<file path="config.mk">
export PLATFORM = sky130hd
export DESIGN_NAME = cdt_grf_writer_flat
export DESIGN_NICKNAME = d
export VERILOG_FILES = /design/src/rtl/cdt_grf_writer_pkg.sv /design/src/rtl/cdt_grf_writer_if.sv /design/src/rtl/cdt_grf_writer_grf_core.sv /design/src/rtl/cdt_grf_writer.sv /design/src/flat_wrapper.sv
export SDC_FILE = /design/constraint.sdc
export NUM_CORES = 2
export LEC_CHECK = 0
export BUFFER_PORTS_ARGS = -buffer_cell sky130_fd_sc_hd__clkbuf_2
export CAP_MARGIN = 20
export CORE_MARGIN = 5
export CORE_UTILIZATION = 35
export DETAILED_ROUTE_END_ITERATION = 6
export PLACE_DENSITY = 0.52
export REMOVE_ABC_BUFFERS = 1
export SLEW_MARGIN = 20
export SYNTH_ARGS = -nofsm -noshare
export SYNTH_HDL_FRONTEND = slang
export SYNTH_SLANG_ARGS = --single-unit
</file>
<file path="constraint.sdc">
create_clock -name clk -period 3.5 [get_ports clk]
set_clock_uncertainty 0.05 [all_clocks]
set_input_delay 0.875 -clock clk [delete_from_list [all_inputs] [get_ports clk]]
set_output_delay 0.875 -clock clk [all_outputs]
set_load 0.02 [all_outputs]
</file>
<file path="src/rtl/cdt_grf_writer_pkg.sv">
// Shared register-file constants and the write-enable qualification rule
// used by the conditional write-back path (cdt_grf_writer).
package cdt_grf_writer_pkg;

    localparam int                REG_AW   = 5;
    localparam logic [REG_AW-1:0] ZERO_REG = 5'd0;
    localparam int                GRF_NUM  = 32;

    // A conditional write (movz/bgezal) only counts when its resolved enable is set; $0 is never written.
    function automatic logic qualify_we(input logic              valid,
                                        input logic              we,
                                        input logic              cdt,
                                        input logic              cdt_we,
                                        input logic [REG_AW-1:0] wa);
        return valid & we & (~cdt | cdt_we) & (wa != ZERO_REG);
    endfunction

endpackage

</file>
<file path="src/rtl/cdt_grf_writer_if.sv">
// E-stage write request, M-stage control/load data and D-stage read ports
// of the conditional write-back path.
interface cdt_grf_writer_if
    import cdt_grf_writer_pkg::*;
#(
    parameter int DW = 32
);
    logic              ex_valid;
    logic [31:0]       ex_pc;
    logic [REG_AW-1:0] ex_wa;
    logic [DW-1:0]     ex_wd;
    logic              ex_wd_rdy;
    logic              ex_we;
    logic              ex_cdt;
    logic              ex_cdt_we;
    logic              ex_bubble;
    logic              m_kill;
    logic [DW-1:0]     mem_rdata;
    logic [REG_AW-1:0] rs_a;
    logic [REG_AW-1:0] rt_a;
    logic [DW-1:0]     rs_d;
    logic [DW-1:0]     rt_d;
    logic              fwd_stall;

    modport master (
        output ex_valid, ex_pc, ex_wa, ex_wd, ex_wd_rdy, ex_we, ex_cdt, ex_cdt_we,
        output ex_bubble, m_kill, mem_rdata, rs_a, rt_a,
        input  rs_d, rt_d, fwd_stall
    );

    modport slave (
        input  ex_valid, ex_pc, ex_wa, ex_wd, ex_wd_rdy, ex_we, ex_cdt, ex_cdt_we,
        input  ex_bubble, m_kill, mem_rdata, rs_a, rt_a,
        output rs_d, rt_d, fwd_stall
    );

endinterface

</file>
<file path="src/rtl/cdt_grf_writer_grf_core.sv">
// General register file: NREG x DW array, async active-low reset, one write
// port, two read ports with write-through so a W-stage write is visible at once.
module grf_core
    import cdt_grf_writer_pkg::*;
#(
    parameter int NREG = GRF_NUM,
    parameter int DW   = 32
) (
    input  logic              clk,
    input  logic              reset,
    input  logic              we,
    input  logic [REG_AW-1:0] wa,
    input  logic [DW-1:0]     wd,
    input  logic [REG_AW-1:0] ra0,
    input  logic [REG_AW-1:0] ra1,
    output logic [DW-1:0]     rd0,
    output logic [DW-1:0]     rd1
);

    logic [DW-1:0] mem [NREG];
    logic          wr_ok;

    assign wr_ok = we & (wa != ZERO_REG);

    always_ff @(posedge clk or negedge reset) begin
        if (!reset) begin
            for (int i = 0; i < NREG; i++) mem[i] <= '0;
        end else if (wr_ok) begin
            mem[wa] <= wd;
        end
    end

    assign rd0 = (wr_ok && ra0 == wa) ? wd : mem[ra0];
    assign rd1 = (wr_ok && ra1 == wa) ? wd : mem[ra1];

endmodule

</file>
<file path="src/rtl/cdt_grf_writer.sv">
// Conditional write-back path: E->M->W registers, M forwarding, load-use stall.
// Define GRF_WB_LOG_EN to print a line for every committed register write.
module cdt_grf_writer
    import cdt_grf_writer_pkg::*;
#(
    parameter int NREG = GRF_NUM,
    parameter int DW   = 32
) (
    input logic             clk,
    input logic             reset,
    cdt_grf_writer_if.slave bus
);

    logic              eff_we_p0;
    logic              vld_p1, vld_p2;
    logic              rdy_p1;
    logic [REG_AW-1:0] wa_p1, wa_p2;
    logic [DW-1:0]     wd_p1, wd_p2;
    logic [DW-1:0]     core_rs, core_rt;
    logic              rs_hit_m, rt_hit_m;
    logic              rs_wait, rt_wait;

    assign eff_we_p0 = qualify_we(bus.ex_valid, bus.ex_we, bus.ex_cdt, bus.ex_cdt_we, bus.ex_wa);

    // E->M and M->W control: bubble clears the M capture, kill clears the W capture
    always_ff @(posedge clk or negedge reset) begin
        if (!reset) begin
            vld_p1 <= 1'b0;
            rdy_p1 <= 1'b1;
            vld_p2 <= 1'b0;
        end else begin
            vld_p1 <= eff_we_p0 & ~bus.ex_bubble;
            rdy_p1 <= bus.ex_wd_rdy;
            vld_p2 <= vld_p1 & ~bus.m_kill;
        end
    end

    // Data follows its valid; load data is merged in on the M->W edge
    always_ff @(posedge clk) begin
        wa_p1 <= bus.ex_wa;
        wd_p1 <= bus.ex_wd;
        wa_p2 <= wa_p1;
        wd_p2 <= rdy_p1 ? wd_p1 : bus.mem_rdata;
    end

    grf_core #(.NREG(NREG), .DW(DW)) u_core (
        .clk   (clk),
        .reset (reset),
        .we    (vld_p2),
        .wa    (wa_p2),
        .wd    (wd_p2),
        .ra0   (bus.rs_a),
        .ra1   (bus.rt_a),
        .rd0   (core_rs),
        .rd1   (core_rt)
    );

    // M is younger than W, so an M hit overrides the core's W bypass
    assign rs_hit_m = vld_p1 & rdy_p1 & (wa_p1 == bus.rs_a);
    assign rt_hit_m = vld_p1 & rdy_p1 & (wa_p1 == bus.rt_a);

    assign bus.rs_d = (bus.rs_a == ZERO_REG) ? '0 : (rs_hit_m ? wd_p1 : core_rs);
    assign bus.rt_d = (bus.rt_a == ZERO_REG) ? '0 : (rt_hit_m ? wd_p1 : core_rt);

    assign rs_wait = (bus.rs_a != ZERO_REG) & vld_p1 & ~rdy_p1 & (wa_p1 == bus.rs_a);
    assign rt_wait = (bus.rt_a != ZERO_REG) & vld_p1 & ~rdy_p1 & (wa_p1 == bus.rt_a);
    assign bus.fwd_stall = rs_wait | rt_wait;

`ifdef GRF_WB_LOG_EN
    // PC is only needed by the commit log
    logic [31:0] pc_p1, pc_p2;

    always_ff @(posedge clk) begin
        pc_p1 <= bus.ex_pc;
        pc_p2 <= pc_p1;
    end

    always_ff @(posedge clk) begin
        if (reset && vld_p2) $display("@%h: $%d <= %h", pc_p2, wa_p2, wd_p2);
    end
`endif

endmodule

</file>
<file path="src/flat_wrapper.sv">
// flat-port wrapper written by rule: the top's interface ports become plain ports
module cdt_grf_writer_flat import cdt_grf_writer_pkg::*;
#(
    parameter int NREG = GRF_NUM,
    parameter int DW   = 32
)
  (clk, reset, bus_ex_valid, bus_ex_pc, bus_ex_wa, bus_ex_wd, bus_ex_wd_rdy, bus_ex_we, bus_ex_cdt, bus_ex_cdt_we, bus_ex_bubble, bus_m_kill, bus_mem_rdata, bus_rs_a, bus_rt_a, bus_rs_d, bus_rt_d, bus_fwd_stall);
  cdt_grf_writer_if #(.DW(DW)) bus_i ();
  input logic clk;
  input logic reset;
  input wire logic [$bits(bus_i.ex_valid)-1:0] bus_ex_valid;
  input wire logic [$bits(bus_i.ex_pc)-1:0] bus_ex_pc;
  input wire logic [$bits(bus_i.ex_wa)-1:0] bus_ex_wa;
  input wire logic [$bits(bus_i.ex_wd)-1:0] bus_ex_wd;
  input wire logic [$bits(bus_i.ex_wd_rdy)-1:0] bus_ex_wd_rdy;
  input wire logic [$bits(bus_i.ex_we)-1:0] bus_ex_we;
  input wire logic [$bits(bus_i.ex_cdt)-1:0] bus_ex_cdt;
  input wire logic [$bits(bus_i.ex_cdt_we)-1:0] bus_ex_cdt_we;
  input wire logic [$bits(bus_i.ex_bubble)-1:0] bus_ex_bubble;
  input wire logic [$bits(bus_i.m_kill)-1:0] bus_m_kill;
  input wire logic [$bits(bus_i.mem_rdata)-1:0] bus_mem_rdata;
  input wire logic [$bits(bus_i.rs_a)-1:0] bus_rs_a;
  input wire logic [$bits(bus_i.rt_a)-1:0] bus_rt_a;
  output wire logic [$bits(bus_i.rs_d)-1:0] bus_rs_d;
  output wire logic [$bits(bus_i.rt_d)-1:0] bus_rt_d;
  output wire logic [$bits(bus_i.fwd_stall)-1:0] bus_fwd_stall;
  assign bus_i.ex_valid = bus_ex_valid;
  assign bus_i.ex_pc = bus_ex_pc;
  assign bus_i.ex_wa = bus_ex_wa;
  assign bus_i.ex_wd = bus_ex_wd;
  assign bus_i.ex_wd_rdy = bus_ex_wd_rdy;
  assign bus_i.ex_we = bus_ex_we;
  assign bus_i.ex_cdt = bus_ex_cdt;
  assign bus_i.ex_cdt_we = bus_ex_cdt_we;
  assign bus_i.ex_bubble = bus_ex_bubble;
  assign bus_i.m_kill = bus_m_kill;
  assign bus_i.mem_rdata = bus_mem_rdata;
  assign bus_i.rs_a = bus_rs_a;
  assign bus_i.rt_a = bus_rt_a;
  assign bus_rs_d = bus_i.rs_d;
  assign bus_rt_d = bus_i.rt_d;
  assign bus_fwd_stall = bus_i.fwd_stall;
  cdt_grf_writer #(.NREG(NREG), .DW(DW)) u_core (.clk(clk), .reset(reset), .bus(bus_i));
endmodule
</file>
Word-level counts from Yosys, hierarchy flattened. Index checks and enable logic that the tools add are counted.

Memory bits (writable): 0. Latch bits: 0. Memories kept: 0. Register bits: 1101. Input bits: 120. Memory bits (read-only): 0. Word-level logic and storage cells: 96.

Reduce and logical (&&, ||, !) cells: 9. Eq/ne operators: 4. Add/sub/neg operators: 0. Multipliers: 0. Bitwise operators: 24. Magnitude comparators: 4. Div/mod/pow operators: 0. Mux-type cells: 16. Shift operators: 0.

Operators with widths (number): $bwmux 1024 (1); $mux 32 (12); $bmux 32 s5 (2); $demux 32 s5 (1); $eq 5x5->1 (4); $reduce_bool 5->1 (4); $ge 6x6->1 const B (3); $not 5->6 (3); $and 1x1->1 (15); $logic_not 5->1 (2); $lt 6x1->1 const B (1); $not 1->1 (4); $logic_and 1x1->1 (3); $or 1x1->1 (2).

Logic depth before layout (Yosys ltp).
Word-level depth: 7. Gate-level depth with buffers: 10. Mapped depth without buffers: 5.

Modules after synthesis. A second synthesis with hierarchy kept.

Cell total of the unflattened synthesis: 3806. Area, all modules: 56934.6 µm².

Modules (own cells, without submodules): grf_core (times used 1, cells each 3434, area an instance 53661.5 µm², seq. area each 25624.6 µm²); cdt_grf_writer (times used 1, cells each 372, area an instance 3273.1 µm², seq. area each 1557.7 µm²).

Worst setup path after synthesis. Ideal clock, no wire load.

Path type: input to output. Start point: in bus_rs_a[0]. End point: out bus_rs_d[10]. Stages: 10. Arrival: 2.602 ns. Path slack: -0.027 ns. Cells stage by stage: buf_2 > buf_6 > buf_6 > xor2_1 > nor3_1 > and3_1 > clkbuf_1 > buf_2 > nand2_1 > a31oi_1.

Word-level cells in the longest chain between the ends: 7. Elaborated cells on any way between the ends: 12.

Ends and longest elaborated chain: start, declared (RTL line flat_wrapper.sv:22) `input wire logic [$bits(bus_i.rs_a)-1:0] bus_rs_a;`; $not 5->6 (implied by the code) (RTL line cdt_grf_writer_grf_core.sv:33) `assign rd0 = (wr_ok && ra0 == wa) ? wd : mem[ra0];`; $bmux 32 s5 (RTL line cdt_grf_writer_grf_core.sv:33); $mux 32 (implied by the code) (2 in a row) (RTL line cdt_grf_writer_grf_core.sv:33); $mux 32 (RTL line cdt_grf_writer_grf_core.sv:33); $mux 32 (RTL line cdt_grf_writer.sv:62) `assign bus.rs_d = (bus.rs_a == ZERO_REG) ? '0 : (rs_hit_m ? wd_p1 : core_rs);`; $mux 32 * (RTL line cdt_grf_writer.sv:62); end, declared (RTL line flat_wrapper.sv:24) `output wire logic [$bits(bus_i.rs_d)-1:0] bus_rs_d;`.

Every way passes the cells marked *; elsewhere a longest branch is shown, timed or not. The select of a mux whose other input is x is not followed.

Worst setup path after layout.
Start point: in bus_rt_a[0]. End point: out bus_rt_d[17].

Word-level cells in the longest chain between the ends: 7. Elaborated cells on any way between the ends: 12.

Ends and longest elaborated chain: start, declared (RTL line flat_wrapper.sv:23) `input wire logic [$bits(bus_i.rt_a)-1:0] bus_rt_a;`; $not 5->6 (implied by the code) (RTL line cdt_grf_writer_grf_core.sv:34) `assign rd1 = (wr_ok && ra1 == wa) ? wd : mem[ra1];`; $bmux 32 s5 (RTL line cdt_grf_writer_grf_core.sv:34); $mux 32 (implied by the code) (2 in a row) (RTL line cdt_grf_writer_grf_core.sv:34); $mux 32 (RTL line cdt_grf_writer_grf_core.sv:34); $mux 32 (RTL line cdt_grf_writer.sv:63) `assign bus.rt_d = (bus.rt_a == ZERO_REG) ? '0 : (rt_hit_m ? wd_p1 : core_rt);`; $mux 32 * (RTL line cdt_grf_writer.sv:63); end, declared (RTL line flat_wrapper.sv:25) `output wire logic [$bits(bus_i.rt_d)-1:0] bus_rt_d;`.

Marked as above.

==> key figures <==
Synth
  • Ys flop type: dfrtp_1
  • Number of flops mapped to enable cells by yosys: 0
  • Seq cells post-synth: 1,101
  • Post-Syn Instances: 3,949
  • Post-synth top area share: 0.447
  • Largest area contributor in the netlist: dfrtp_1
  • Post-synthesis async set-or-reset flop share: 0.933
  • Avg Inst Size Synth: 14.6 µm²
  • Synth Warn #: 0
  • Synthesized cell area: 57,500 µm²
  • Synth area leaders: dfrtp_1, mux2_2, mux4_2
  • Seq/Total Area, Yosys: 0.473
  • Netlist cell types: 46

Detailed routing
  • Residual DRC: 0
  • DR vias: 40,000
  • ANT nets after route: 0
  • Highest metal used: met4
  • Via density: 5.92
  • Routed wl met3: 13.7 mm
  • DRT iter0 DRCs: 3,509
  • Metal2 WL: 98.6 mm
  • Met1 wire length: 91.8 mm
  • TritonRoute pass-1 iters: 5
  • Total wire length: 212 mm
  • Mean routed wirelength per cell: 31.3 µm

Critical path
  • Worst-path fanout max: 7
  • Critical Path Max Stage Delay: 530 ps
  • Worst Path Arrival: 2960 ps
  • Required time of the critical path: 2570 ps
  • Worst setup path class: primary input to output pin
  • Crit path top cell by count: buf_12
  • Worst Setup Start Kind: primary input
  • CP Capture Type: output pin
  • Slowest CP cell: or4_4
  • Crit path cell chain: buf_16 -> buf_16 -> buf_12 -> xor2_2 -> or4_4 -> buf_12 -> buf_12 -> clkbuf_16 -> o22a_1 -> clkbuf_8

STA
  • Setup TNS: -20,060 ps
  • RSZ-0062 raised after global routing: true
  • Worst-margin pin slew: 895 ps
  • Tmin final: 3890 ps
  • Final hold vios: 0
  • Final worst path period share: 1.11
  • Rel. slew slack: 0.404
  • Fmax: 257 MHz
  • Final setup violation count: 65
  • Final Max Tran Viols: 0
  • Worst Slack Setup Final: -388 ps

Floorplanning
  • Die extent in y: 415 µm
  • Io pins: 185
  • Starting Density: 0.353
  • Die W: 415 µm
  • Row count: 148
  • Die Area: 172,000 µm²
  • Core area: 163,000 µm²

Placement
  • Area after DPL: 64,800 µm²
  • HPWL Detailed: 132 mm
  • Gpl congestion: 0.809
  • PortBufs: 152

Finish
  • N_diodes: 0
  • Layout net count: 4,596
  • Layout cell share with drive strength beyond 1: 0.594
  • Post-route cell area: 73,700 µm²
  • Area grow syn2layout: 28.2%

Run
  • Max-cap viol count: 0

Clock tree
  • CTS tree: done
  • # clock sinks: 1,101
  • Max H-tree Level: 4
  • Clock latency on the worst-skew pair: 780 ps
  • CTS Buffer Depth: 3
  • Reg clk slew, reported paths: 60 ps
  • Cts bufs inserted: 134
  • Clock Root Buffer: clkbuf_16

Power
  • PwrDens: 437 nW/µm²
  • P_leak: 33.8 nW
  • Peak supply drop: 0.515 mV

Run status
  • Failing checks: setup timing
  • Status: complete, but fails checks

Global route
  • All-Layer GR Usage: 0.240
  • Initial antenna violation count: 0
  • Vias in the first global route: 41,500
  • Total grt overflow: 0
  • First-pass GRT wire length: 305 mm
  • Largest net degree at the start of global routing: 80

Min path
  • Hold/Removal Path Class: primary input to asynchronous set/reset pin
logic make-up after synthesis:
family,after synthesis,share of synthesized area
AOI/OAI and AO/OA,473,0.0692
muxes,1666,0.397
DFF,1101,0.473
xor gates and xnor gates,20,0.00305
buffers and inverters,471,0.0383
and+or+nand+nor,218,0.0196
sequential cells by signal (all words and copies together) (netlist names):
signal	count
u_core.u_core.mem	1024
u_core.rdy_p1	1
u_core.vld_p2	1
u_core.wd_p2	32
u_core.vld_p1	1
u_core.wa_p2	5
u_core.wd_p1	32
u_core.wa_p1	5
where the power goes:
group          total, mW  leakage [nW]  internal, mW  switching (mW)
clock network       14.7          2.28          8.89            5.80
registers           13.6          14.8          13.2           0.375
logic               3.93          16.7          1.92            2.01
total               32.2          33.8          24.0            8.18
cells in the mapped netlist (33+ instances only):
library cell and count:
a211o_1 62, a211oi_1 62, a22o_1 125, buf_1 55
buf_2 93, buf_4 37, clkbuf_1 258, dfrtp_1 1026
dfxtp_1 74, mux2_2 1025, mux2i_1 252, mux4_2 389
nand2_1 51, nand4_1 33, nor2_1 57, nor4_1 34
o221ai_1 124
final cells by class:
class | count | area [µm²]
clock buffer | 198 | 4000
clock inverter | 47 | 632
inverter | 4 | 17.5
timing repair buffer | 858 | 9430
sequential | 1101 | 27200
fill | 14600 | 89200
tap | 2175 | 2720
multi-input combinational | 2377 | 29700
cells in the final DEF, fill, tap and decap left out, types with 34 or more instances in the layout:
master	n
mux2_2	1025
dfrtp_1	1025
buf_4	468
mux4_2	389
mux2i_1	244
clkbuf_16	145
buf_12	142
a22o_1	124
o221ai_1	81
clkbuf_2	78
buf_6	76
dfxtp_1	66
a211o_1	62
a211oi_2	52
clkbuf_8	39
nor2_1	37
o221ai_2	35
nand2_1	34
critical path: cells and delay by family:
kind                      cells  cell delay [ps]
AOI/OAI and AO/OA             1              230
buffers and inverters         7             1150
and+or+nand+nor               1              530
xor gates and xnor gates      1              140
per-stage QoR:
step / util / std cells / worst slack (ps) / hold slack (ps) / total power, mW
floorplan: - / 3482 / -3730 / 315 / 15.2
global placement: 0.398 / 6368 / -866 / 327 / 17.2
detailed placement: 0.398 / 6368 / -842 / 333 / 17.2
CTS: 0.443 / 6699 / -393 / 79.6 / 32.3
global route: 0.452 / 6760 / -423 / 96.7 / 33.3
finish: 0.452 / 6760 / -388 / 115 / 32.2
per-layer routing:
metal,global-route usage,up-vias
li1,-,16600
met1,0.333,21800
met2,0.379,1364
met3,0.0479,343
met4,0.0783,0
met5,0,-
timing repair:
action	in CTS	in global routing
hold endpoints to repair	0	0
endpoints found under the setup margin	65	65
cloned	23	7
pin swaps	98	177
gates resized for setup	307	251
hold buffers	0	0
setup buffers	68	63
path summary, 6_finish.rpt:
kind | endpoint | cells after the start | from | slack [ps]
max in group asynchronous | u_core.u_core.mem[465] | 2 | reset | 2230
max | bus_rt_d[17] | 10 | bus_rt_a[0] | -390
min | u_core.u_core.mem[461] | 1 | reset | 120
min reg2reg | u_core.u_core.mem[994] | 0 | u_core.u_core.mem[994] | 340
min in group clk | u_core.rdy_p1 | 1 | bus_ex_wd_rdy | 130
max reg2reg | u_core.u_core.mem[489] | 5 | u_core.wa_p2[4] | 740
No activity file was read; power rests on OpenSTA's default activity.
